## config.mk

```make
export PLATFORM = sky130hd
export DESIGN_NAME = kbd_decode
export DESIGN_NICKNAME = d
export VERILOG_FILES = /design/src/rtl/kbd_decode.sv
export SDC_FILE = /design/constraint.sdc
export NUM_CORES = 1
export LEC_CHECK = 0
export ABC_AREA = 1
export CAP_MARGIN = 10
export CORE_MARGIN = 2
export CORE_UTILIZATION = 50
export CTS_CLUSTER_SIZE = 24
export DETAILED_ROUTE_END_ITERATION = 10
export GPL_ROUTABILITY_DRIVEN = 0
export PLACE_DENSITY = 0.71
export REMOVE_ABC_BUFFERS = 1
export SLEW_MARGIN = 0
export SYNTH_ARGS = -nofsm -noshare
export SYNTH_HDL_FRONTEND = slang
export SYNTH_SLANG_ARGS = --single-unit
```

## constraint.sdc

```tcl
create_clock -name clk -period 2.1 [get_ports clk]
set_clock_uncertainty 0.1 [all_clocks]
set_input_delay 0.42 -clock clk [delete_from_list [all_inputs] [get_ports clk]]
set_output_delay 0.42 -clock clk [all_outputs]
set_load 0.02 [all_outputs]
```

## src/rtl/kbd_decode.sv

```systemverilog
// kbd_decode: PS/2 set-2 byte parser with modifier tracking and a show-ahead event FIFO.
// Optional KBD_ASCII_EN adds a key_ascii lookup of the FIFO head.
module kbd_decode #(
  parameter int FIFO_DEPTH  = 4,
  parameter int TIMEOUT_CYC = 2500000
) (
  input  logic       clk,
  input  logic       rst,
  input  logic [7:0] scode,
  input  logic       scode_en,
  output logic [7:0] key_code,
  output logic       key_ext,
  output logic       key_brk,
  output logic       key_valid,
  input  logic       key_ready,
  output logic [3:0] mod_state,
  output logic       ovf,
  output logic       seq_err
`ifdef KBD_ASCII_EN
  ,
  output logic [7:0] key_ascii
`endif
);

  localparam int          AW       = (FIFO_DEPTH > 1) ? $clog2(FIFO_DEPTH) : 1;
  localparam logic [AW:0] FULL_CNT = (AW+1)'(FIFO_DEPTH);
  localparam logic [31:0] TO_LAST  = 32'(TIMEOUT_CYC - 1);
`ifdef KBD_ASCII_EN
  localparam int EW = 11;
`else
  localparam int EW = 10;
`endif

  typedef enum logic [2:0] {ST_IDLE, ST_E0, ST_F0, ST_E0F0, ST_E1} state_t;

  state_t      state;
  logic [2:0]  skip;
  logic [31:0] timer;
  logic        vld_p0;
  logic [7:0]  code_p0;
  logic        ext_p0;
  logic        brk_p0;
`ifdef KBD_ASCII_EN
  logic        shift_p0;
`endif

  // Modifier bits are {alt, ctrl, rshift, lshift}; make sets, break clears.
  function automatic logic [3:0] mod_next(input logic [3:0] m, input logic [7:0] c,
                                          input logic ext, input logic brk);
    logic [3:0] r;
    r = m;
    if (c == 8'h12 && !ext) r[0] = !brk;
    if (c == 8'h59 && !ext) r[1] = !brk;
    if (c == 8'h14)         r[2] = !brk;
    if (c == 8'h11)         r[3] = !brk;
    return r;
  endfunction

  // ---- stage p0: byte decode, prefix FSM, modifiers, timeout ----
  always_ff @(posedge clk or posedge rst) begin
    if (rst) begin
      state     <= ST_IDLE;
      skip      <= 3'd0;
      timer     <= 32'd0;
      vld_p0    <= 1'b0;
      seq_err   <= 1'b0;
      mod_state <= 4'h0;
    end else begin
      vld_p0  <= 1'b0;
      seq_err <= 1'b0;
      if (scode_en) begin
        timer <= 32'd0;
        case (state)
          ST_IDLE: begin
            case (scode)
              8'hE0: state <= ST_E0;
              8'hF0: state <= ST_F0;
              8'hE1: begin
                state <= ST_E1;
                skip  <= 3'd7;
              end
              8'hAA, 8'hFA, 8'hFE, 8'hEE: begin
              end
              8'h00, 8'hFF: seq_err <= 1'b1;
              default: begin
                vld_p0    <= 1'b1;
                mod_state <= mod_next(mod_state, scode, 1'b0, 1'b0);
              end
            endcase
          end
          ST_E0: begin
            if (scode == 8'hF0) begin
              state <= ST_E0F0;
            end else begin
              state <= ST_IDLE;
              // E0 12 is the keyboard's fake shift around extended keys
              if (scode != 8'h12) begin
                vld_p0    <= 1'b1;
                mod_state <= mod_next(mod_state, scode, 1'b1, 1'b0);
              end
            end
          end
          ST_F0: begin
            state     <= ST_IDLE;
            vld_p0    <= 1'b1;
            mod_state <= mod_next(mod_state, scode, 1'b0, 1'b1);
          end
          ST_E0F0: begin
            state <= ST_IDLE;
            if (scode != 8'h12) begin
              vld_p0    <= 1'b1;
              mod_state <= mod_next(mod_state, scode, 1'b1, 1'b1);
            end
          end
          ST_E1: begin
            skip <= skip - 3'd1;
            if (skip == 3'd1) begin
              state  <= ST_IDLE;
              vld_p0 <= 1'b1;
            end
          end
          default: state <= ST_IDLE;
        endcase
      end else if (state != ST_IDLE) begin
        if (timer == TO_LAST) begin
          seq_err <= 1'b1;
          state   <= ST_IDLE;
          skip    <= 3'd0;
          timer   <= 32'd0;
        end else begin
          timer <= timer + 32'd1;
        end
      end
    end
  end

  always_ff @(posedge clk) begin
    if (scode_en) begin
      code_p0  <= (state == ST_E1) ? 8'hE1 : scode;
      ext_p0   <= (state == ST_E0) || (state == ST_E0F0);
      brk_p0   <= (state == ST_F0) || (state == ST_E0F0);
`ifdef KBD_ASCII_EN
      shift_p0 <= mod_state[0] | mod_state[1];
`endif
    end
  end

  // ---- stage p1: event FIFO write / show-ahead read ----
  logic [EW-1:0] mem [FIFO_DEPTH];
  logic [AW-1:0] rd_ptr;
  logic [AW-1:0] wr_ptr;
  logic [AW:0]   count;
  logic [EW-1:0] entry_p0;
  logic [EW-1:0] head;
  logic          full;
  logic          pop;
  logic          wr_ok;

`ifdef KBD_ASCII_EN
  assign entry_p0 = {shift_p0, ext_p0, brk_p0, code_p0};
`else
  assign entry_p0 = {ext_p0, brk_p0, code_p0};
`endif

  assign full      = (count == FULL_CNT);
  assign key_valid = (count != '0);
  assign pop       = key_valid & key_ready;
  // a full FIFO still takes the write when the head leaves in the same cycle
  assign wr_ok     = vld_p0 & (~full | pop);

  always_ff @(posedge clk) begin
    if (wr_ok) mem[wr_ptr] <= entry_p0;
  end

  always_ff @(posedge clk or posedge rst) begin
    if (rst) begin
      rd_ptr <= '0;
      wr_ptr <= '0;
      count  <= '0;
      ovf    <= 1'b0;
    end else begin
      ovf <= vld_p0 & full & ~pop;
      if (wr_ok) wr_ptr <= wr_ptr + AW'(1);
      if (pop)   rd_ptr <= rd_ptr + AW'(1);
      case ({wr_ok, pop})
        2'b10:   count <= count + (AW+1)'(1);
        2'b01:   count <= count - (AW+1)'(1);
        default: count <= count;
      endcase
    end
  end

  assign head     = mem[rd_ptr];
  assign key_code = key_valid ? head[7:0] : 8'h00;
  assign key_brk  = key_valid & head[8];
  assign key_ext  = key_valid & head[9];

`ifdef KBD_ASCII_EN
  // Returns {shifted, plain} pairs; 0 for anything without a printable mapping.
  function automatic logic [7:0] ascii_of(input logic [7:0] c, input logic sh);
    logic [15:0] p;
    case (c)
      8'h1C: p = {"A", "a"};  8'h32: p = {"B", "b"};  8'h21: p = {"C", "c"};
      8'h23: p = {"D", "d"};  8'h24: p = {"E", "e"};  8'h2B: p = {"F", "f"};
      8'h34: p = {"G", "g"};  8'h33: p = {"H", "h"};  8'h43: p = {"I", "i"};
      8'h3B: p = {"J", "j"};  8'h42: p = {"K", "k"};  8'h4B: p = {"L", "l"};
      8'h3A: p = {"M", "m"};  8'h31: p = {"N", "n"};  8'h44: p = {"O", "o"};
      8'h4D: p = {"P", "p"};  8'h15: p = {"Q", "q"};  8'h2D: p = {"R", "r"};
      8'h1B: p = {"S", "s"};  8'h2C: p = {"T", "t"};  8'h3C: p = {"U", "u"};
      8'h2A: p = {"V", "v"};  8'h1D: p = {"W", "w"};  8'h22: p = {"X", "x"};
      8'h35: p = {"Y", "y"};  8'h1A: p = {"Z", "z"};
      8'h16: p = {"!", "1"};  8'h1E: p = {"@", "2"};  8'h26: p = {"#", "3"};
      8'h25: p = {"$", "4"};  8'h2E: p = {"%", "5"};  8'h36: p = {"^", "6"};
      8'h3D: p = {"&", "7"};  8'h3E: p = {"*", "8"};  8'h46: p = {"(", "9"};
      8'h45: p = {")", "0"};
      8'h29: p = {" ", " "};  8'h5A: p = 16'h0D0D;    8'h66: p = 16'h0808;
      8'h4E: p = {"_", "-"};  8'h55: p = {"+", "="};  8'h41: p = {"<", ","};
      8'h49: p = {">", "."};  8'h4A: p = {"?", "/"};  8'h4C: p = {":", ";"};
      8'h52: p = {"\"", "'"}; 8'h54: p = {"{", "["};  8'h5B: p = {"}", "]"};
      8'h5D: p = {"|", "\\"}; 8'h0E: p = {"~", 8'h60};
      default: p = 16'h0000;
    endcase
    return sh ? p[15:8] : p[7:0];
  endfunction

  assign key_ascii = (key_valid && !head[9] && !head[8]) ? ascii_of(head[7:0], head[10]) : 8'h00;
`endif

endmodule

```

==> results.cfg, run 1 <==
[synth]
synth_simple_gate_area_share_pct = 27.8
synth_mux_area_share_pct = 0.188
synth_enable_flop_cells = 50
synth_xor_xnor_area_share_pct = 2.31
async_flop_share_pct = 51.0
yosysWarningCount = 0
synthDistinctLibCells = 41
ys_ff_latch = 102
synth_area_um2 = 5320
synth_compound_gate_area_share_pct = 6.85
syn-instance-count = 634
synthFlopType = sky130_fd_sc_hd__dfrtp_1
postSynthAreaPerCell_um2 = 8.38
combinational_family_with_the_most_area_after_synthesis = simple AND/OR/NAND/NOR gates
ys_seq_area_share_pct = 52.7
synthAdderAreaFrac_pct = 2.26

[run_status]
outcome = finished, violations left
failed_checks = negative setup slack

[route]
routed_wirelength_um = 11100
vias = 4252
drt-initial-drc-count = 317
remaining_drc_errors = 0
antenna_left = 0
via_per_inst = 5.04
post_drt_wl_per_cell_um = 13.1
detail_route.first_pass.iterations = 7

[power_and_ir_drop]
p_leak_uw = 0.00278
seq_power_share_pct = 40.6
cellInternalPower_uw = 3970
design_power_total_uw = 6340
power.clock.fraction_pct = 19.5
vdd.ir_drop.worst_mv = 0.687
combPwrFrac_pct = 39.9
switching_part_of_the_total_power_pct = 37.4
power.density_cell_area_nw_per_um2 = 999
switching_power_uw = 2370

[timing]
rsz0062_at_grt = yes
tightestPinTransition_ps = 363
worst_slack_setup_final_ps = -1.49
hold_viol_final = 0
finalSetupViolCount = 1
max_freq_ghz = 0.476
timing.hold.ws_ps = 309
final_period_utilization_pct = 100
min_period_ps = 2100
slew_limit_fails = 0
slew_headroom_pct = 75.7
setup_tns_final_ps = -1.49

[worst_setup_path]
reg2reg_setup_slack_ps = 110
cp-startpoint = rd_ptr[1]
setup.worst_path.class = reg2out
cpLargestDelayFamily = buffers and inverters
worstSetupEndpointType = output pin
timing.critical_path.arrival_ps = 1580
critical-path-slowest-cell = sky130_fd_sc_hd__dfrtp_1
critical_path.max_stage_delay_ps = 420
cp.buffers_inverters = 4
crit_top_cell = sky130_fd_sc_hd__buf_6
setup.worst_path.start_class = flop
timing.critical_path.cells = clkinvlp_4 -> buf_6 -> buf_6 -> nor2_4 -> o21ai_2 -> a21oi_2 -> buf_4
critical_path_fanouts_max = 5
critical_path.reg2reg.startpoint = count[2]
cp.required_ps = 1580

[layout]
layout-area-overhead-vs-synth_pct = 19.4
final_layout_size_suffix_gt1_share_pct = 16.2
layout.core_utilization_pct = 61.4
final_net_count = 724
finish.cell_count_without_fillers = 844
fillerInstances = 860
mostFrequentLayoutCell = sky130_fd_sc_hd__nand2_1
antenna_cells_inserted = 0
most-common-layout-cells = sky130_fd_sc_hd__nand2_1 (132), sky130_fd_sc_hd__nor2_1 (113), sky130_fd_sc_hd__inv_1 (82)

[grt]
via_count_of_the_first_global_routing_pass = 4154
antenna_violations_before_repair = 0
wire_length_of_the_first_global_routing_pass_um = 18900
grt.total_usage_pct = 20.9
grt_max_degree = 53
grt-ovfl-total = 0

[job]
maxCapViolCount = 0

[clocking]
cts.root.buffer_cell = sky130_fd_sc_hd__clkbuf_8
clkLatencyLatePin_ps = 370
cts_inserted_buffers = 9
clock_tree.buffer_depth = 2
tritoncts = yes
worst_setup_hold_path_clk_slew_ps = 100
htree_levels = 3
cts_sinks = 102

[floorplan]
floorplan.initialDensity_pct = 51.5
die-area_um2 = 11500
die_height_um = 107
num_io_pins = 29
die_width_um = 107
num_rows = 37
coreArea_um2 = 10300

[worst_hold_path]
worst_hold_class = in2async

[placement]
post-dp-hpwl_um = 7900
numPlacedInstances = 821
buffer_ports.inserted = 28
## area by class of cell
type	instances	area, um^2	share of cell area, %
Sequential cell	102	2800	44.2
Multi-Input combinational cell	429	2170	34.1
Timing Repair Buffer	70	647	10.2
Inverter	91	352	5.54
Tap cell	136	170	2.68
Clock buffer	9	124	1.95
Clock inverter	7	81.3	1.28
## synth_stat cells (2+ instances only)
cell type	number	area, um^2
sky130_fd_sc_hd__a21oi_1	19	95.1
sky130_fd_sc_hd__a31oi_1	2	12.5
sky130_fd_sc_hd__and3_1	2	12.5
sky130_fd_sc_hd__buf_6	3	33.8
sky130_fd_sc_hd__clkbuf_1	7	26.3
sky130_fd_sc_hd__dfrtp_1	52	1300
sky130_fd_sc_hd__edfxtp_1	50	1500
sky130_fd_sc_hd__ha_1	8	100
sky130_fd_sc_hd__inv_1	85	319
sky130_fd_sc_hd__inv_2	4	15.0
sky130_fd_sc_hd__nand2_1	133	499
sky130_fd_sc_hd__nand2_2	6	37.5
sky130_fd_sc_hd__nand3_1	29	145
sky130_fd_sc_hd__nand4_1	14	87.6
sky130_fd_sc_hd__nor2_1	121	454
sky130_fd_sc_hd__nor2_2	4	25.0
sky130_fd_sc_hd__nor2_4	2	22.5
sky130_fd_sc_hd__nor3_1	17	85.1
sky130_fd_sc_hd__nor3_2	4	40.0
sky130_fd_sc_hd__o21ai_0	35	175
sky130_fd_sc_hd__o21ai_1	2	10.0
sky130_fd_sc_hd__o21ai_2	3	26.3
sky130_fd_sc_hd__o21bai_1	2	15.0
sky130_fd_sc_hd__xnor2_1	4	35.0
sky130_fd_sc_hd__xor2_1	10	87.6
## through the flow
| step | setup slack [ps] | area [um^2] |
|---|---|---|
| after floorplan | -47.5 | 5240 |
| after global placement | -159 | 6010 |
| after detailed placement | -223 | 6010 |
| after CTS | -59.7 | 6250 |
| after global routing | -89.8 | 6340 |
| final | -1.49 | 6340 |
## worst paths after layout
kind,end,depth (start not counted)
setup / recovery,key_brk,7
max in group asynchronous,timer[30],3
hold / removal,ovf,3
hold reg to reg,ovf,2
setup reg to reg,count[2],10
min in group clk,ovf,2
## state kept, by name, indices dropped and copies added, names as in the netlist
signal     flops
seq_err        1
timer         32
code_p0        8
brk_p0         1
skip           3
vld_p0         1
ext_p0         1
mem           40
ovf            1
mod_state      4
state          3
rd_ptr         2
wr_ptr         2
count          3
## cell families after synthesis
kind of cell	Yosys count
DFF	102
adders and majority gates	9
muxes	1
and+or+nand+nor	339
AOI/OAI and AO/OA	66
buffers and inverters	103
xor gates and xnor gates	14
## routing by layer
metal / up-vias / GRT usage [%] / wire length, um
met2: 77 / 35.5 / 5530
met5: - / 0 / 0
met3: 9 / 3.65 / 386
met4: 0 / 7.14 / 112
met1: 1994 / 27.0 / 5060
li1: 2172 / - / -
## power groups by stage
| stage | Clock, uW | Combinational (uW) | Sequential (uW) |
|---|---|---|---|
| after CTS | 1280 | 2300 | 2570 |
| after detailed placement | 0 | 2280 | 2600 |
| after global routing | 1370 | 2800 | 2600 |
| final | 1240 | 2530 | 2570 |
| after floorplan | 0 | 1230 | 2630 |
| after global placement | 0 | 2210 | 2590 |
## worst min-delay path, delay by kind of cell
| kind | cells | cell delay (ps) |
|---|---|---|
| buffers and inverters | 3 | 740 |
## timing repair
| item | CTS | global route |
|---|---|---|
| buffers inserted | 7 | 0 |
| pin swaps | 2 | 8 |
| setup endpoints to repair | 12 | 13 |
| hold buffers | 0 | 0 |
| resized for setup | 51 | 35 |
(Power assumes the default switching activity.)
==> run 2: changes to the inputs <==
- PLACE_DENSITY: 0.71 -> 0.69
- clock period: 2.1 -> 2.24 ns (I/O delays scaled with it)
==> results.cfg, run 2 (same netlist as run 1, synthesis figures left out) <==
[run_status]
outcome = completed

[worst_setup_path]
setup.worst_path.class = reg2out
worstSetupEndpointType = output pin
reg2reg_setup_slack_ps = 90
cp.buffers_inverters = 3
setup.worst_path.start_class = flop
timing.critical_path.cells = clkinvlp_4 -> buf_4 -> nor2_1 -> o21ai_0 -> a21oi_1 -> buf_4
timing.critical_path.arrival_ps = 1650
cpLargestDelayFamily = buffers and inverters
critical_path_fanouts_max = 6
critical-path-slowest-cell = sky130_fd_sc_hd__dfrtp_1
critical_path.max_stage_delay_ps = 410
crit_top_cell = sky130_fd_sc_hd__buf_4
cp.required_ps = 1690

[layout]
top_register_by_number_of_flip_flops = mem
most-common-layout-cells = sky130_fd_sc_hd__nand2_1 (132), sky130_fd_sc_hd__nor2_1 (116), sky130_fd_sc_hd__inv_1 (82)
final_net_count = 715
mostFrequentLayoutCell = sky130_fd_sc_hd__nand2_1
layout.core_utilization_pct = 60.0
antenna_cells_inserted = 0
layout-area-overhead-vs-synth_pct = 16.5
number_of_flip_flops_in_the_largest_register = 40
final_layout_size_suffix_gt1_share_pct = 14.6
leading_registers_by_flop_count = mem: 40 flops, timer: 32 flops, code_p0: 8 flops

[route]
vias = 4232
post_drt_wl_per_cell_um = 13.2
drt-initial-drc-count = 290
detail_route.first_pass.iterations = 5
routed_wirelength_um = 11000
remaining_drc_errors = 0
via_per_inst = 5.07
antenna_left = 0

[timing]
tightestPinTransition_ps = 349
slew_limit_fails = 0
min_period_ps = 2200
max_freq_ghz = 0.455
slew_headroom_pct = 76.6
hold_viol_final = 0
rsz0062_at_grt = yes
timing.hold.ws_ps = 184
finalSetupViolCount = 0
final_period_utilization_pct = 98.1
setup_tns_final_ps = 0

[grt]
grt.total_usage_pct = 20.5
grt-ovfl-total = 0
grt_max_degree = 32
wire_length_of_the_first_global_routing_pass_um = 18500
via_count_of_the_first_global_routing_pass = 4034
antenna_violations_before_repair = 0

[clocking]
quantity_of_hold_fixing_buffers_added_after_cts = 0
cts_inserted_buffers = 9
cts.root.buffer_cell = sky130_fd_sc_hd__clkbuf_8
clkLatencyLatePin_ps = 380
worst_setup_hold_path_clk_slew_ps = 110
tritoncts = yes
cts_sinks = 102
clock_tree.buffer_depth = 2
htree_levels = 3

[floorplan]
die_width_um = 107
num_rows = 37
num_io_pins = 29
coreArea_um2 = 10300
floorplan.initialDensity_pct = 51.5
die_height_um = 107
die-area_um2 = 11500

[worst_hold_path]
worst_hold_class = in2async

[placement]
post-dp-hpwl_um = 7940
buffer_ports.inserted = 28

[power_and_ir_drop]
design_power_total_uw = 5800
vdd.ir_drop.worst_mv = 0.835
p_leak_uw = 0.00270
power.density_cell_area_nw_per_um2 = 936

[job]
maxCapViolCount = 0
==> run 2: through the flow <==
stage,cell area [um^2],worst slack [ps],instances
4_1_cts,6110,-4.91,828
2_1_floorplan,5240,92.5,622
3_3_place_gp,5870,-53.4,808
6_report,6190,43.1,835
3_5_place_dp,5870,-158,808
5_1_grt,6190,-60.9,835
==> run 2: path summary, 6_finish.rpt <==
| check | depth (start not counted) | from | end |
|---|---|---|---|
| min reg2reg | 0 | code_p0[3] | mem[2][3] |
| max reg2reg | 10 | count[2] | count[2] |
| min in group clk | 0 | code_p0[3] | mem[2][3] |
| max in group asynchronous | 3 | rst | timer[13] |
| min | 2 | rst | count[0] |
| max | 6 | rd_ptr[1] | key_code[6] |
==> run 2: worst reg2reg max path, stage by stage (launching register included) <==
cell	delay [ps]
sky130_fd_sc_hd__dfrtp_1	380
sky130_fd_sc_hd__inv_1	80
sky130_fd_sc_hd__nand2_2	160
sky130_fd_sc_hd__clkinvlp_4	200
sky130_fd_sc_hd__nor2_2	140
sky130_fd_sc_hd__ha_1	150
sky130_fd_sc_hd__inv_1	60
sky130_fd_sc_hd__fa_1	380
sky130_fd_sc_hd__a21oi_1	150
sky130_fd_sc_hd__o21ai_1	100
sky130_fd_sc_hd__xor2_1	150
==> run 2: per-layer routing <==
layer | global-route usage [%] | wire [um] | vias up
met3 | 4.19 | 448 | 11
met4 | 5.75 | 124 | 0
met1 | 26.3 | 5120 | 1980
li1 | - | - | 2152
met2 | 35.2 | 5330 | 89
met5 | 0 | 0 | -
==> run 2: where the power goes <==
group	internal (uW)	switching [uW]	leakage (uW)
combinational	881	1330	0.00144
clock	462	723	0.000110
sequential	2260	148	0.00116
==> run 2: layout make-up <==
| cell class | count | area, um^2 |
|---|---|---|
| timing repair inverter | 1 | 7.51 |
| fill | 910 | 4130 |
| tap | 136 | 170 |
| clock inverter | 7 | 93.8 |
| clock buffer | 9 | 124 |
| timing repair buffer | 60 | 509 |
| inverter | 91 | 352 |
| multi-input combinational | 429 | 2140 |
| sequential | 102 | 2800 |
==> run 2: what timing repair did <==
item | in CTS | in global routing
gates cloned | 1 | 0
gates resized for setup | 33 | 37
setup buffers | 3 | 7
pin swaps | 1 | 5
endpoints found under the setup margin | 10 | 11
